### config.mk
export PLATFORM = sky130hd
export DESIGN_NAME = prescaled_cnt
export DESIGN_NICKNAME = d
export VERILOG_FILES = /design/src/rtl/prescaled_cnt.sv
export SDC_FILE = /design/constraint.sdc
export NUM_CORES = 1
export LEC_CHECK = 0
export ABC_CLOCK_PERIOD_IN_PS = 2000
export CAP_MARGIN = 20
export CORE_AREA = 2 2 39 41
export CTS_CLUSTER_SIZE = 20
export DETAILED_ROUTE_END_ITERATION = 16
export DIE_AREA = 0 0 41 43
export GPL_TIMING_DRIVEN = 0
export PLACE_DENSITY = 0.75
export SLEW_MARGIN = 10
export SYNTH_ARGS = -nofsm -noshare
export SYNTH_HDL_FRONTEND = slang
export SYNTH_SLANG_ARGS = --single-unit
### constraint.sdc
create_clock -name clk -period 2 [get_ports clk]
set_input_delay 0.4 -clock clk [delete_from_list [all_inputs] [get_ports clk]]
set_output_delay 0.4 -clock clk [all_outputs]
set_load 0.02 [all_outputs]
### src/rtl/prescaled_cnt.sv
// prescaled_cnt: modulo counter stepped by an internal prescaler clock enable.
// A step happens after PRESCALE enabled clk cycles; out runs 0..MODULO-1 and wraps.
// tick marks each step and tc marks each wrapping step, both for one cycle.
// A synchronous load takes priority over a step, and values at or above
// MODULO load as MODULO-1.
// Optional feature macro: CNT_DOWN_EN adds the 'up' port for bidirectional counting;
// without it the counter counts up only.
module prescaled_cnt #(
   parameter int unsigned WIDTH    = 4,
   parameter int unsigned PRESCALE = 10,
   parameter int unsigned MODULO   = 16
) (
   input  logic             clk,
   input  logic             rst,
   input  logic             en,
`ifdef CNT_DOWN_EN
   input  logic             up,
`endif
   input  logic             load,
   input  logic [WIDTH-1:0] load_val,
   output logic [WIDTH-1:0] out,
   output logic             tick,
   output logic             tc
);

   localparam int unsigned     PW     = (PRESCALE > 1) ? $clog2(PRESCALE) : 1;
   localparam logic [PW-1:0]   P_LAST = PW'(PRESCALE - 1);
   localparam logic [WIDTH-1:0] O_MAX = WIDTH'(MODULO - 1);
   localparam logic [WIDTH:0]  MOD_X  = (WIDTH + 1)'(MODULO);

   logic [PW-1:0]    pcnt;
   logic [PW-1:0]    pcnt_nxt;
   logic [WIDTH-1:0] out_nxt;
   logic             tick_nxt;
   logic             tc_nxt;
   logic             step;
   logic             dir;

   // Next-state: load beats step; step wraps out modulo MODULO in the selected direction
   always_comb begin
`ifdef CNT_DOWN_EN
      dir = up;
`else
      dir = 1'b1;
`endif
      step     = en && (pcnt == P_LAST);
      pcnt_nxt = pcnt;
      out_nxt  = out;
      tick_nxt = 1'b0;
      tc_nxt   = 1'b0;
      if (load) begin
         pcnt_nxt = '0;
         out_nxt  = ({1'b0, load_val} >= MOD_X) ? O_MAX : load_val;
      end else if (en) begin
         if (step) begin
            pcnt_nxt = '0;
            tick_nxt = 1'b1;
            if (dir) begin
               if (out >= O_MAX) begin
                  out_nxt = '0;
                  tc_nxt  = 1'b1;
               end else begin
                  out_nxt = out + WIDTH'(1);
               end
            end else begin
               if (out == '0) begin
                  out_nxt = O_MAX;
                  tc_nxt  = 1'b1;
               end else begin
                  out_nxt = out - WIDTH'(1);
               end
            end
         end else begin
            pcnt_nxt = pcnt + PW'(1);
         end
      end
   end

   // State and output registers; reset clears all progress immediately
   always_ff @(posedge clk or negedge rst) begin
      if (!rst) begin
         pcnt <= '0;
         out  <= '0;
         tick <= 1'b0;
         tc   <= 1'b0;
      end else begin
         pcnt <= pcnt_nxt;
         out  <= out_nxt;
         tick <= tick_nxt;
         tc   <= tc_nxt;
      end
   end

endmodule

[Word level (Yosys, flattened, before mapping)]
Cells that the tools add are included.
W data, S select, Z words.
Storage, ports and cells
  flip-flop bits (word level): 10
  latch bits: 0
  memory bits (writable): 0
  memory bits (read-only): 0
  output and inout port bits: 6
  logic and storage cells: 26
  memories: 0
Cells by class
  $add $sub $neg: 2
  $mul: 0
  div/mod/pow operators: 0
  order comparisons: 1
  equal/unequal tests: 1
  shifts and indexed selects: 0
  muxes and demuxes: 14
  bitwise operators: 0
  reductions and logical operators: 4
Operators by type and width (number)
  $mux W4: 7
  $add A4 B1 Y4 const B: 2
  $mux W1: 7
  $eq A4 B4 Y1 const B: 1
  $ge A4 B4 Y1 const B: 1
  $reduce_bool A2 Y1: 2
  $reduce_and A2 Y1: 1
  $logic_and A1 B1 Y1: 1

[Logic depth before layout (Yosys ltp)]
Gate-level depths: netlist of the first run.
  depth after elaboration: 5
  depth in mapped cells: 6

[Least setup slack after synthesis of the first run]
Ideal clock, no wire load.
  path type: reg2reg
  from: register pcnt[0]
  to: register out[2]
  data arrival time: 1303 ps
  data required time: 1876 ps
  setup slack: 573 ps
  stages on the path, launching flop included: 6
  buffers on the path: 1
  path through: dfrtp_1 ha_1 and4b_1 buf_6 and3_1 o31a_1
Between the ends
  longest elaborated chain between the ends: 4
RTL lines
  from (decl): RTL line 31  | logic [PW-1:0] pcnt;
  from (signal assigned): RTL line 87  | pcnt <= pcnt_nxt;
  $eq A4 B4 Y1: RTL line 46  | step = en && (pcnt == P_LAST);
  $logic_and A1 B1 Y1: RTL line 46
  $reduce_bool A2 Y1 (no line)
  $reduce_and A2 Y1 (no line)
  to (signal assigned): RTL line 88  | out <= out_nxt;
  to (decl): RTL line 21  | output logic [WIDTH-1:0] out,
No other way between the ends.
A chain may end at the register's enable or synchronous reset.

[Worst setup path in the final report of the first run]
  from: register out[3]
  to: output out[3]
No word-level cell between the ends.

==> results of run 1 <==
-- worst min path at each step --
stage | to | slack (ns)
5_1_grt | out[1] | 0.49
3_5_place_dp | pcnt[1] | 0.58
2_1_floorplan | out[0] | 0.10
3_3_place_gp | pcnt[1] | 0.57
4_1_cts | out[3] | 0.47
6_report | out[3] | 0.45
-- metrics by stage --
| stage | hold slack (ns) | cells | power (uW) |
|---|---|---|---|
| floorplan | 0.104 | 50 | 263 |
| global placement | 0.566 | 79 | 303 |
| detailed placement | 0.576 | 79 | 306 |
| CTS | 0.467 | 82 | 441 |
| global route | 0.485 | 82 | 457 |
| finish | 0.454 | 82 | 435 |
-- state kept, by name, summed over array words and instances, names as in the netlist --
register	flops
pcnt	4
out	4
tc	1
tick	1
-- metal layers --
metal | global-route usage | part of all wire | vias up | wire length [microns]
met4 | 0.100 | 0.013 | 0 | 14
met2 | 0.225 | 0.49 | 11 | 509
li1 | - | - | 213 | -
met3 | 0.0471 | 0.050 | 2 | 52
met5 | 0 | 0 | - | 0
met1 | 0.184 | 0.45 | 194 | 465
-- area by class of cell --
class                      instances  area share
tap                               16      0.0287
timing repair buffer              13       0.186
clock buffer                       3      0.0323
sequential                        10       0.358
inverter                           2      0.0108
multi-input combinational         36       0.362
buffer                             2      0.0215
-- report_power, final --
part	internal, uW	switching (uW)	total, uW	leakage, uW
Clock	69.2	63.1	132	0.0000138
Combinational	40.4	35.8	76.2	0.000168
Sequential	212	13.7	226	0.000129
Total	322	113	435	0.000311
-- cells in the final DEF, fill, tap and decap left out, types with 2 or more instances in the layout --
cell type / n
and4b_1: 2
nand2_1: 3
clkbuf_4: 3
nand3b_1: 2
inv_1: 2
o21ai_0: 2
clkdlybuf4s50_1: 13
nand2b_1: 3
mux2i_1: 2
nor3_1: 2
xor2_1: 2
dfrtp_1: 10
ha_1: 3
a21oi_1: 6
-- kinds of logic after synthesis --
group,Yosys count,synth area share
AO/OA/AOI/OAI,11,0.119
adder cells (fa/ha/maj),3,0.0714
XOR/XNOR,2,0.0333
AND/OR/NAND/NOR,18,0.219
flip-flops,10,0.476
multiplexers,2,0.0381
buffers and inverters,4,0.0429
==> out/results.ini, run 1 <==
[global_route]
grt_max_degree = 11
antenna_found_initial = 0
grt_pass1_wl_mm = 1.77
gr-total-overflow = 0
grt_pass1_vias = 406
grt_use_total = 0.153

[worst_setup_path]
cp_top_family = buffers and inverters
slowest_delay_ns = 0.64
worst_setup_path_start_kind = flip-flop
cp_cell_sequence = clkdlybuf4s50_1
reg2reg_from = pcnt[0]
arrival_ns = 1.32
path_class = reg2out
crit_buf_inv = 1
cp_max_fo = 5
critical-path-slowest-cell = clkdlybuf4s50_1
cp-startpoint = out[3]
cp-end-kind = output port
required_ns = 1.60
worst_r2r_endpoint = out[2]
reg2reg_slack_ns = 0.51
rr_worst_depth = 5
cp.depth = 1
endpoint = out[3]

[floorplanning]
die_w_microns = 41
start_util = 0.380
rows = 14
ios = 14
fp.dieH_microns = 43
core_sq_um = 1380
dieArea_sq_um = 1760

[routing]
wl_per_cell_microns = 12.7
totalWireLength_mm = 1.04
viasPerCell = 5.12
vias = 420
postRouteAntennaNets = 0
drcViolationCount = 0
first_iter_violations = 3
dr.pass1.iters = 4

[timing]
final-hold-violation-count = 0
tightest_slew_ns = 0.449
setup-tns-final_ns = 0
setup_viol = 0
clock_skew_ns = 0.00478
layout_setup_ws_ns = 0.275
drv_slew = 0
period_needed_ns = 1.72
rsz0062_at_grt = no
fmax_mhz = 580
timing.final.crit_share = 0.862
relSlewSlack = 0.700

[place]
gp_congestion = 0.726
dp_hpwl_microns = 740
place_area_sq_um = 676
pre_cts_ws_ns = 0.159
io_buffers = 13

[synthesis]
yosysMostFrequentCell = dfrtp_1
netlist_area_sq_um = 526
netlist_top_cells_count = 10 x dfrtp_1, 6 x a21oi_1, 3 x ha_1, 3 x nand2_1, 3 x nand2b_1
yosysSeqAreaShare = 0.476
synth.avg_cell_area_sq_um = 10.5
synthFlopType = dfrtp_1
netlist.area_leader.share = 0.476
yosysWarnings = 0
synthTopCellsByArea = dfrtp_1 48%, ha_1 7.1%, a21oi_1 5.7%
syn_nets = 61
synth_top_cell_by_area = dfrtp_1
ys_seq_elements = 10
syn_inst = 50
ys_async_sr_fraction = 1.00
synthDistinctLibCells = 23
synth_edf_count = 0

[job]
maxCapViolCount = 0

[clock_tree]
cts_buffer_depth = 2
cts.clk_slew.worst_paths_ns = 0.06
htreeDepth = 1
cts_tree = built
cts.sinks = 10
ctsHoldBuffers = 0
clk_latency_ns = 0.26
root_buffer = clkbuf_4
ctsResizeCount = 0
cts_setup_buffers = 0
cts_made_buffers = 3

[run_status]
status = finished, final reports clean

[finish]
nNetsFinal = 79
drive_gt1_frac = 0.0606
postLayoutCoreUtil = 0.505
fillCellCount = 134
regArea_sq_um = 250
fin_area_sq_um = 698
multi_input_comb_area_sq_um = 253
antenna_cells = 0
areaGrowthSynthToFinish_pct = 32.9

[min_path]
hold_class = in2async

[power_and_ir_drop]
vdd_drop_max_mv = 0.360
power_density_nw_per_um2 = 623
leakagePower_uw = 0.000311

Power figures use the tool's default switching activity.
==> inputs of run 2 (changes only) <==
Settings changed: CTS_CLUSTER_DIAMETER set to 30, SKIP_CTS_REPAIR_TIMING set to 1.
==> results of run 2 <==
The final DEF is identical to that of run 1; final timing and power are the same.
